==> src/rtl/mem_port_arbiter.sv <==
// Round-robin arbiter sharing one fixed-latency single-port memory between
// the instruction-fetch port (read-only) and the data port (read/write).
//
// state   | meaning
// --------+----------------------------------------------------------
// IDLE    | no access in flight; grant sampled at the next edge
// WAIT    | access issued; latency down-counter runs to terminal count
// DONE    | winner's ack is high for this single cycle
module mem_port_arbiter #(
    parameter int ADDR_WIDTH  = 32,
    parameter int DATA_WIDTH  = 32,
    parameter int MEM_LATENCY = 2
) (
    input  logic                  clock,
    input  logic                  reset,
    input  logic                  if_req,
    input  logic [ADDR_WIDTH-1:0] if_addr,
    output logic                  if_ack,
    output logic [DATA_WIDTH-1:0] if_rdata,
    input  logic                  dm_req,
    input  logic                  dm_we,
    input  logic [ADDR_WIDTH-1:0] dm_addr,
    input  logic [DATA_WIDTH-1:0] dm_wdata,
    output logic                  dm_ack,
    output logic [DATA_WIDTH-1:0] dm_rdata,
    output logic                  mem_en,
    output logic                  mem_we,
    output logic [ADDR_WIDTH-1:0] mem_addr,
    output logic [DATA_WIDTH-1:0] mem_wdata,
    input  logic [DATA_WIDTH-1:0] mem_rdata,
    output logic                  busy,
    output logic                  grant_dm
);

    localparam int               CNT_W    = $clog2(MEM_LATENCY + 1);
    localparam logic [CNT_W-1:0] CNT_LOAD = CNT_W'(MEM_LATENCY);

    typedef enum logic [1:0] {
        ST_IDLE = 2'd0,
        ST_WAIT = 2'd1,
        ST_DONE = 2'd2
    } state_t;

    state_t                  state_q, state_d;
    logic [CNT_W-1:0]        cnt_q, cnt_d;
    logic                    last_grant_q, last_grant_d;
    logic                    grant_dm_q, grant_dm_d;
    logic                    op_we_q, op_we_d;
    logic                    mem_en_q, mem_en_d;
    logic                    mem_we_q, mem_we_d;
    logic [ADDR_WIDTH-1:0]   mem_addr_q, mem_addr_d;
    logic [DATA_WIDTH-1:0]   mem_wdata_q, mem_wdata_d;
    logic                    if_ack_q, if_ack_d;
    logic                    dm_ack_q, dm_ack_d;
    logic [DATA_WIDTH-1:0]   if_rdata_q, if_rdata_d;
    logic [DATA_WIDTH-1:0]   dm_rdata_q, dm_rdata_d;
    logic                    any_req;
    logic                    pick_dm;

    assign any_req = if_req | dm_req;
    // On a tie the port that did not win last time takes the grant.
    assign pick_dm = dm_req & (~if_req | ~last_grant_q);

    always_ff @(posedge clock) begin
        if (reset) begin
            state_q <= ST_IDLE;
        end else begin
            state_q <= state_d;
        end
    end

    always_comb begin
        state_d = state_q;
        case (state_q)
            ST_IDLE: if (any_req) state_d = ST_WAIT;
            ST_WAIT: if (cnt_q == '0) state_d = ST_DONE;
            ST_DONE: state_d = ST_IDLE;
            default: state_d = ST_IDLE;
        endcase
    end

    always_comb begin
        cnt_d        = cnt_q;
        last_grant_d = last_grant_q;
        grant_dm_d   = grant_dm_q;
        op_we_d      = op_we_q;
        mem_en_d     = 1'b0;
        mem_we_d     = 1'b0;
        mem_addr_d   = mem_addr_q;
        mem_wdata_d  = mem_wdata_q;
        if_ack_d     = 1'b0;
        dm_ack_d     = 1'b0;
        if_rdata_d   = if_rdata_q;
        dm_rdata_d   = dm_rdata_q;
        case (state_q)
            ST_IDLE: begin
                if (any_req) begin
                    grant_dm_d   = pick_dm;
                    last_grant_d = pick_dm;
                    op_we_d      = pick_dm & dm_we;
                    mem_en_d     = 1'b1;
                    mem_we_d     = pick_dm & dm_we;
                    mem_addr_d   = pick_dm ? dm_addr : if_addr;
                    mem_wdata_d  = pick_dm ? dm_wdata : '0;
                    cnt_d        = CNT_LOAD;
                end
            end
            ST_WAIT: begin
                if (cnt_q != '0) begin
                    cnt_d = cnt_q - CNT_W'(1);
                end else begin
                    if_ack_d = ~grant_dm_q;
                    dm_ack_d = grant_dm_q;
                    if (!op_we_q) begin
                        if (grant_dm_q) dm_rdata_d = mem_rdata;
                        else            if_rdata_d = mem_rdata;
                    end
                end
            end
            default: ;
        endcase
    end

    always_ff @(posedge clock) begin
        if (reset) begin
            cnt_q        <= '0;
            last_grant_q <= 1'b1;
            grant_dm_q   <= 1'b0;
            op_we_q      <= 1'b0;
            mem_en_q     <= 1'b0;
            mem_we_q     <= 1'b0;
            mem_addr_q   <= '0;
            mem_wdata_q  <= '0;
            if_ack_q     <= 1'b0;
            dm_ack_q     <= 1'b0;
            if_rdata_q   <= '0;
            dm_rdata_q   <= '0;
        end else begin
            cnt_q        <= cnt_d;
            last_grant_q <= last_grant_d;
            grant_dm_q   <= grant_dm_d;
            op_we_q      <= op_we_d;
            mem_en_q     <= mem_en_d;
            mem_we_q     <= mem_we_d;
            mem_addr_q   <= mem_addr_d;
            mem_wdata_q  <= mem_wdata_d;
            if_ack_q     <= if_ack_d;
            dm_ack_q     <= dm_ack_d;
            if_rdata_q   <= if_rdata_d;
            dm_rdata_q   <= dm_rdata_d;
        end
    end

    assign if_ack    = if_ack_q;
    assign dm_ack    = dm_ack_q;
    assign if_rdata  = if_rdata_q;
    assign dm_rdata  = dm_rdata_q;
    assign mem_en    = mem_en_q;
    assign mem_we    = mem_we_q;
    assign mem_addr  = mem_addr_q;
    assign mem_wdata = mem_wdata_q;
    assign busy      = (state_q != ST_IDLE);
    assign grant_dm  = grant_dm_q;

endmodule

==> config.mk <==
export PLATFORM = sky130hd
export DESIGN_NAME = mem_port_arbiter
export DESIGN_NICKNAME = d
export VERILOG_FILES = /design/src/rtl/mem_port_arbiter.sv
export SDC_FILE = /design/constraint.sdc
export NUM_CORES = 1
export LEC_CHECK = 0
export ABC_CLOCK_PERIOD_IN_PS = 2000
export BUFFER_PORTS_ARGS = -buffer_cell sky130_fd_sc_hd__buf_2
export CAP_MARGIN = 20
export CORE_ASPECT_RATIO = 0.5
export CORE_MARGIN = 5
export CORE_UTILIZATION = 46
export CTS_CLUSTER_DIAMETER = 200
export CTS_CLUSTER_SIZE = 25
export DETAILED_ROUTE_END_ITERATION = 7
export MAX_ROUTING_LAYER = met4
export PLACE_DENSITY = 0.8
export SETUP_SLACK_MARGIN = 0.15
export SYNTH_ARGS = -nofsm -noshare
export SYNTH_HDL_FRONTEND = slang
export SYNTH_SLANG_ARGS = --single-unit
export TNS_END_PERCENT = 30
==> constraint.sdc <==
create_clock -name clock -period 2 [get_ports clock]
set_clock_uncertainty 0.15 [all_clocks]
set_input_delay 0.2 -clock clock [delete_from_list [all_inputs] [get_ports clock]]
set_output_delay 0.2 -clock clock [all_outputs]
set_load 0.01 [all_outputs]
==> Word level (Yosys, flattened, before mapping) <==
Cells that the tools add are included.
{ "totals": {"regBits": 139, "output_inout_bits": 134, "elab_cells": 52} }
{ "op_classes": {"addsub": 1, "eq_ne": 4, "n_mux": 9, "bitwise": 12, "reduce_logical": 13} }
{ "ops": {"columns": ["op", "n"], "rows": [
  ["32-bit two-way mux", 2],
  ["2-bit two-way mux", 4],
  ["1-bit NOT", 8],
  ["2-bit case mux with 2 select lines", 2],
  ["4-bit AND reduction", 2],
  ["2-bit != test, second input constant", 3],
  ["2-bit nonzero test", 3],
  ["3-bit OR reduction", 2],
  ["2-bit zero test", 2],
  ["2-bit AND reduction", 2],
  ["3-bit AND reduction", 1],
  ["1-bit bitwise AND", 2],
  ["2-bit by 1-bit == test with 1-bit output, second input constant", 1],
  ["1-bit bitwise OR", 2],
  ["2-bit OR reduction", 1],
  ["2-bit by 1-bit subtractor with 2-bit output, second input constant", 1],
  ["1-bit two-way mux", 1]
]} }

==> Longest topological paths before layout <==
Gate-level depths: netlist of the first run.
{ "depth": {"ltp_word": 4, "mapped_depth": 6, "depth_no_buf": 5} }

==> Worst setup path after synthesis of the first run <==
OpenSTA, ideal clock, no wires.
{ "synth_timing": {"path_kind": "register -> register", "startpoint": "register cnt_q[0]", "endpoint": "register cnt_q[0]", "t_arrival_ns": 1.252, "required_time_ns": 1.722, "setup_slack_ns": 0.470, "stages_incl_launch_ff": 6, "path_buffers": 0, "synth_period_minus_slack_ns": 1.530, "path_cell_list": "dfxtp_1 -> inv_1 -> ha_1 -> or3b_2 -> o2111ai_1 -> o31ai_1"} }
{ "synth_via": {"elab_chain_len": 3, "word_cells_on_any_way": 6} }
{ "synth_lines": {"columns": ["item", "line", "text"], "rows": [
  ["from (decl)", "45", "logic [CNT_W-1:0] cnt_q, cnt_d;"],
  ["from (signal assigned)", "139", "cnt_q <= cnt_d;"],
  ["2-bit by 1-bit subtractor with 2-bit output or 2-bit nonzero test (tied branches)", "110, 109", null],
  ["2-bit two-way mux or 2-bit != test (tied branches)", null, null],
  ["2-bit case mux with 2 select lines or 3-bit AND reduction (tied branches)", null, null]
]} }
Several ways; a longest one is shown, not always the timed one. The select of a mux whose other input is x is not followed.
A chain may end at the register's enable or synchronous reset.

==> Worst setup path in the final report of the first run <==
{ "layout_timing": {"startpoint": "register state_q[1]", "endpoint": "output port busy"} }
{ "layout_via": {"elab_chain_len": 1} }
{ "layout_lines": {"columns": ["item", "line", "text"], "rows": [
  ["from (decl)", "44", "state_t state_q, state_d;"],
  ["from (signal assigned)", "68", "state_q <= state_d;"],
  ["2-bit nonzero test", "162", "assign busy = (state_q != ST_IDLE);"],
  ["to (decl)", "31", "output logic busy,"]
]} }
Every way passes these cells.

==> flow_metrics.tcl, run 1 <==
set metrics [dict create \
    run_status "finished clean" \
    worstMarginPinSlew_ns 0.360 \
    vias 5696 \
    avgRoutedWirePerCell_um 16.7 \
    required_ns 1.65 \
    setup_tns_ns 0 \
    crit_arrival_ns 1.39 \
    synth.distinct_cells 35 \
    fill_cells 740 \
    first_iter_violations 357 \
    die_h_um 86.3 \
    synthArstFlopShare_pct 0 \
    fmax_mhz 575 \
    grt_setup_unrepaired "no" \
    setup_viol 0 \
    final_common_cell "buf_2" \
    grt_pass1_wl_um 29100 \
    powerDensity_nw_per_um2 862 \
    synth_ff_type "dfxtp_1" \
    clk_pin_slew_ns 0.06 \
    vias_per_cell 5.15 \
    synth-seq-cells 139 \
    multiInputGateArea_um2 2240 \
    synthesis.nets 681 \
    syn_area_per_cell_um2 9.80 \
    syn2layout_area_growth_pct 61.2 \
    critPathKind "flop to output pin" \
    syn-instance-count 546 \
    drive_gt1_share_pct 34.2 \
    drv_slew 0 \
    postCtsSetupRepairBufs 0 \
    hold_viol_final 0 \
    numPortBuffers 266 \
    antenna_found_initial 0 \
    cts_made_buffers 17 \
    yosys_warnings 0 \
    root_buffer "clkbuf_16" \
    p_leak_nw 4.25 \
    peakVddDrop_uv 536 \
    ff_latch_area_um2 2780 \
    cp-start-kind "flop" \
    end_kind "output pin" \
    die_x_um 163 \
    drc 0 \
    synth_area_um2 5350 \
    start_util_pct 47.9 \
    fin_nets 1066 \
    final_cell_mix "buf_2 (266), nand2_1 (163), dfxtp_1 (139)" \
    hpwl_um 10700 \
    clock_path_buffers 2 \
    overflow 0 \
    cts_tree "done" \
    core_um2 11200 \
    relSlewSlack_pct 76.0 \
    clock_latency_ns 0.39 \
    grt_util_all_layers_pct 26.3 \
    num_io_pins 267 \
    routed_wl_um 18500 \
    ys_seq_area_share_pct 52.0 \
    hold_path_class "input port to flop" \
    finalWorstSetupSlack_ns 0.261 \
    synth_edf_count 0 \
    htree_levels 4 \
    place_ws_ns 0.257 \
    maxCapViolations 0 \
    rows 27 \
    drtPass1Iterations 5 \
    fin_crit_sh_pct 87.0 \
    crit_fanout 9 \
    synth_top_area_share_pct 52.0 \
    grt_pass1_vias 5872 \
    die_area_um2 14000 \
    antenna_left 0 \
    clock_sinks 139 \
    period_minus_slack_ns 1.74 \
    yosys.area.top_type "dfxtp_1" \
    synthTopCellsByArea "dfxtp_1 (52%), mux2i_1 (12%), nand2_1 (11%), a22o_1 (5.2%), a311oi_1 (5.2%)" \
    gp_congestion 0.809 \
    grt_max_degree 68 \
]
[synthesized netlist by cell type (2+ instances only)]
cell type	number
and3_1	3
buf_8	3
a311oi_1	32
buf_4	12
a21oi_1	37
nand2_1	163
nor2_1	3
o21ai_0	4
buf_2	9
buf_6	7
mux2i_1	64
inv_1	4
dfxtp_1	139
ha_1	2
clkbuf_1	13
a22o_1	32
[worst max-delay path: stages (launching register included)]
cell	delay, ns
dfxtp_1	0.36
nor2_4	0.29
inv_1	0.16
buf_2	0.18
[final timing paths]
check               start      endpoint  slack (ns)  cells past startpoint
max reg2reg      cnt_q[0]      cnt_q[0]        0.36                      5
min                dm_req  last_grant_q        0.03                      3
max            state_q[1]          busy        0.26                      3
min reg2reg  if_rdata[22]  if_rdata[22]        0.31                      2
[power by group]
| part | total [mW] | internal [mW] | leakage (nW) | switching (mW) |
|---|---|---|---|---|
| clock | 2.97 | 1.73 | 0.267 | 1.24 |
| combinational | 1.37 | 0.668 | 2.85 | 0.701 |
| sequential | 3.10 | 2.98 | 1.14 | 0.119 |
| total | 7.44 | 5.38 | 4.25 | 2.06 |
[metrics by stage]
step | hold slack [ns] | instances | util (%) | power [mW] | cell area, µm²
floorplan | 0.168 | 546 | - | 3.83 | 5350
global placement | 0.265 | 941 | 60.3 | 4.24 | 6750
detailed placement | 0.270 | 941 | 60.3 | 4.28 | 6750
CTS | 0.0105 | 1103 | 77.0 | 7.45 | 8610
global route | 0.0646 | 1103 | 77.1 | 7.76 | 8620
finish | 0.0300 | 1106 | 77.1 | 7.44 | 8630
[layout make-up]
| cell class | instances | share of cell area [%] |
|---|---|---|
| tap | 159 | 2.31 |
| clock buffer | 17 | 4.93 |
| multi-input combinational | 357 | 26.0 |
| clock inverter | 15 | 1.62 |
| sequential | 139 | 32.3 |
| inverter | 5 | 0.218 |
| antenna | 3 | 0.0870 |
| timing repair buffer | 411 | 32.6 |
[registers in the layout, summed over array words and instances (netlist names)]
name          flops
mem_wdata        32
if_ack            1
dm_rdata         32
state_q           2
grant_dm          1
op_we_q           1
if_rdata         32
cnt_q             2
mem_we            1
mem_en            1
dm_ack            1
mem_addr         32
last_grant_q      1
[cells by family (layout without fill, tap and decap cells)]
group                      after synthesis  after routing  share of synthesized area (%)
AOI/OAI and AO/OA                      111            111                           15.6
adders and majority gates                2              2                          0.467
buffers and inverters                   50            448                           6.19
DFF                                    139            139                           52.0
muxes                                   64             64                           12.0
other                                    0              3                              0
and+or+nand+nor                        180            180                           13.8
[timing repair]
action / CTS / global route
gates resized for setup: 0 / 1
endpoints found under the setup margin: 0 / 1
hold buffers: 130 / 0
endpoints found under the hold margin: 133 / 0
[per-layer routing]
layer,vias to the layer above,global-route usage [%],wire length (µm)
met5,-,-,0
met4,0,12.3,623
met3,71,5.08,1290
met2,323,46.8,9500
met1,2622,29.0,7060
li1,2680,-,-
Note: power is estimated with default switching activity, not from simulation.
==> inputs of run 2 (changes only) <==
ABC_AREA = 1   (was default)
CORE_UTILIZATION = 48   (was 46)
CTS_BUF_LIST = sky130_fd_sc_hd__clkbuf_8 sky130_fd_sc_hd__clkbuf_16   (was default)
PLACE_DENSITY = 0.81   (was 0.8)
==> flow_metrics.tcl, run 2 <==
set metrics [dict create \
    grt_util_all_layers_pct 25.0 \
    reg2regPathDepth 8 \
    regToRegSetupSlack_ns 0.34 \
    crit_arrival_ns 1.80 \
    clk_pin_slew_ns 0.06 \
    rows 29 \
    avgRoutedWirePerCell_um 13.9 \
    grt_max_degree 77 \
    finalWorstSetupSlack_ns 0.342 \
    end_kind "flop" \
    reg2reg_from "cnt_q[0]" \
    drive_gt1_share_pct 26.3 \
    ys_seq_area_share_pct 45.4 \
    fin_nets 1352 \
    cts_resized 0 \
    drc 0 \
    synth_area_um2 6130 \
    synth_top_area_share_pct 45.4 \
    syn_area_per_cell_um2 6.84 \
    worstMarginPinSlew_ns 0.383 \
    peakVddDrop_uv 698 \
    first_iter_violations 432 \
    powerDensity_nw_per_um2 977 \
    netlist_top_cells_count "nand2_1 (236), nor2_1 (198), dfxtp_1 (139), inv_1 (74), nand3_1 (69)" \
    period_minus_slack_ns 1.66 \
    synth-seq-cells 139 \
    synthArstFlopShare_pct 0 \
    overflow 0 \
    num_io_pins 267 \
    routed_wl_um 19500 \
    drv_slew 0 \
    postCtsSetupRepairBufs 0 \
    clock_latency_ns 0.40 \
    htree_levels 4 \
    yosys_warnings 0 \
    synthesis.nets 1031 \
    hold_viol_final 0 \
    synthTopCellsByArea "dfxtp_1 (45%), nand2_1 (14%), nor2_1 (12%), nand3_1 (5.6%), inv_1 (4.5%)" \
    die_area_um2 15300 \
    synth_ff_type "dfxtp_1" \
    grt_pass1_vias 6352 \
    gp_congestion 0.898 \
    p_leak_nw 4.60 \
    hpwl_um 12300 \
    hp-start "dm_addr[29]" \
    die_x_um 170 \
    synth_edf_count 0 \
    die_h_um 89.9 \
    numPortBuffers 266 \
    setup_tns_ns 0 \
    critPathKind "flop to flop" \
    drtPass1Iterations 5 \
    core_um2 12600 \
    maxCapViolations 0 \
    fmax_mhz 603 \
    reg2reg_to "dm_rdata[25]" \
    worstHoldEndpoint "mem_addr[29]" \
    run_status "finished clean" \
    vias 6887 \
    grt_pass1_wl_um 30800 \
    clock_path_buffers 2 \
    fill_cells 956 \
    cp-start-kind "flop" \
    hold_path_class "input port to flop" \
    crit_fanout 64 \
    antenna_left 0 \
    relSlewSlack_pct 74.5 \
    yosys.area.top_type "dfxtp_1" \
    root_buffer "clkbuf_16" \
    clock_sinks 139 \
    n_antenna_cell 0 \
    start_util_pct 48.7 \
    setup_viol 0 \
    hold-path-cell-count 5 \
    fin_crit_sh_pct 82.9 \
    place_ws_ns 0.357 \
    antenna_found_initial 0 \
    syn-instance-count 896 \
    syn2layout_area_growth_pct 47.0 \
    synth.distinct_cells 23 \
    required_ns 2.14 \
    grt_setup_unrepaired "no" \
    yosysMostFrequentCell "nand2_1" \
    cts_made_buffers 17 \
    final_common_cell "buf_2" \
    cts_tree "done" \
    final_cell_mix "buf_2 (266), nand2_1 (236), nor2_1 (198)" \
    vias_per_cell 4.92 \
]
==> run 2: cell types whose count changed after synthesis, sizes merged, moves of 31 or more <==
cell and delta:
a311oi -32, nand4 +32, mux2i -64, nand3 +69
nand2 +74, nor2 +199, inv +71, a22o -32
a21boi +31
==> run 2: metrics by stage <==
step	cells	utilization, %	hold WS [ns]	area (µm²)	power (mW)
2_1_floorplan	896	-	0.200	6130	4.62
3_3_place_gp	1283	59.7	0.295	7520	5.29
3_5_place_dp	1283	59.7	0.301	7520	5.34
4_1_cts	1400	71.5	0.00234	9010	8.83
5_1_grt	1400	71.5	0.0250	9010	9.27
6_report	1400	71.5	0.00476	9010	8.80
==> run 2: worst max-delay path by stage <==
| stage | start | endpoint | slack, ns | cells past startpoint |
|---|---|---|---|---|
| 2_1_floorplan | cnt_q[0] | dm_rdata[23] | 0.55 | 8 |
| 3_3_place_gp | cnt_q[0] | dm_rdata[2] | 0.43 | 8 |
| 3_5_place_dp | cnt_q[0] | dm_rdata[2] | 0.36 | 8 |
| 4_1_cts | cnt_q[0] | dm_rdata[25] | 0.35 | 8 |
| 5_1_grt | cnt_q[0] | dm_rdata[13] | 0.19 | 8 |
| 6_report | cnt_q[0] | dm_rdata[25] | 0.34 | 8 |
==> run 2: layout make-up <==
| type | count | area [µm²] | area share (%) |
|---|---|---|---|
| timing repair buffer | 367 | 2380 | 26.4 |
| tap | 170 | 213 | 2.36 |
| inverter | 76 | 285 | 3.17 |
| clock buffer | 18 | 439 | 4.88 |
| clock inverter | 14 | 195 | 2.17 |
| multi-input combinational | 616 | 2710 | 30.1 |
| sequential | 139 | 2780 | 30.9 |
==> run 2: cell families after synthesis <==
| logic type | count (synthesis) | synth area share, % |
|---|---|---|
| AND/OR/NAND/NOR | 543 | 36.6 |
| buffers and inverters | 141 | 10.4 |
| adder cells (fa/ha/maj) | 2 | 0.408 |
| AO/OA/AOI/OAI | 71 | 7.21 |
| flip-flops | 139 | 45.4 |
==> run 2: critical path, cell delays in order (launching register included) <==
cell and delay, ns:
dfxtp_1 0.30, inv_1 0.10, ha_1 0.22, nand2_1 0.14, nor2_4 0.15, buf_12 0.26, nand2_1 0.10, nand2_1 0.07
nor2_1 0.05
==> run 2: where the power goes <==
| part | internal (mW) | leakage [nW] | switching (mW) |
|---|---|---|---|
| registers | 3.09 | 1.14 | 0.174 |
| clock network | 2.13 | 0.304 | 1.22 |
| logic | 0.878 | 3.16 | 1.30 |
| total | 6.10 | 4.60 | 2.70 |
==> run 2: timing repair <==
item                                    4_1_cts  5_1_grt
endpoints found under the hold margin       108        0
endpoints found under the setup margin        0        0
hold buffers                                 85        0
==> run 2: layer usage <==
layer / vias to the layer above / wire [µm] / global-route usage (%)
met5: - / 0 / -
met4: 0 / 824 / 12.3
met3: 71 / 1130 / 4.08
met2: 306 / 9840 / 41.8
met1: 3087 / 7680 / 29.3
li1: 3423 / - / -
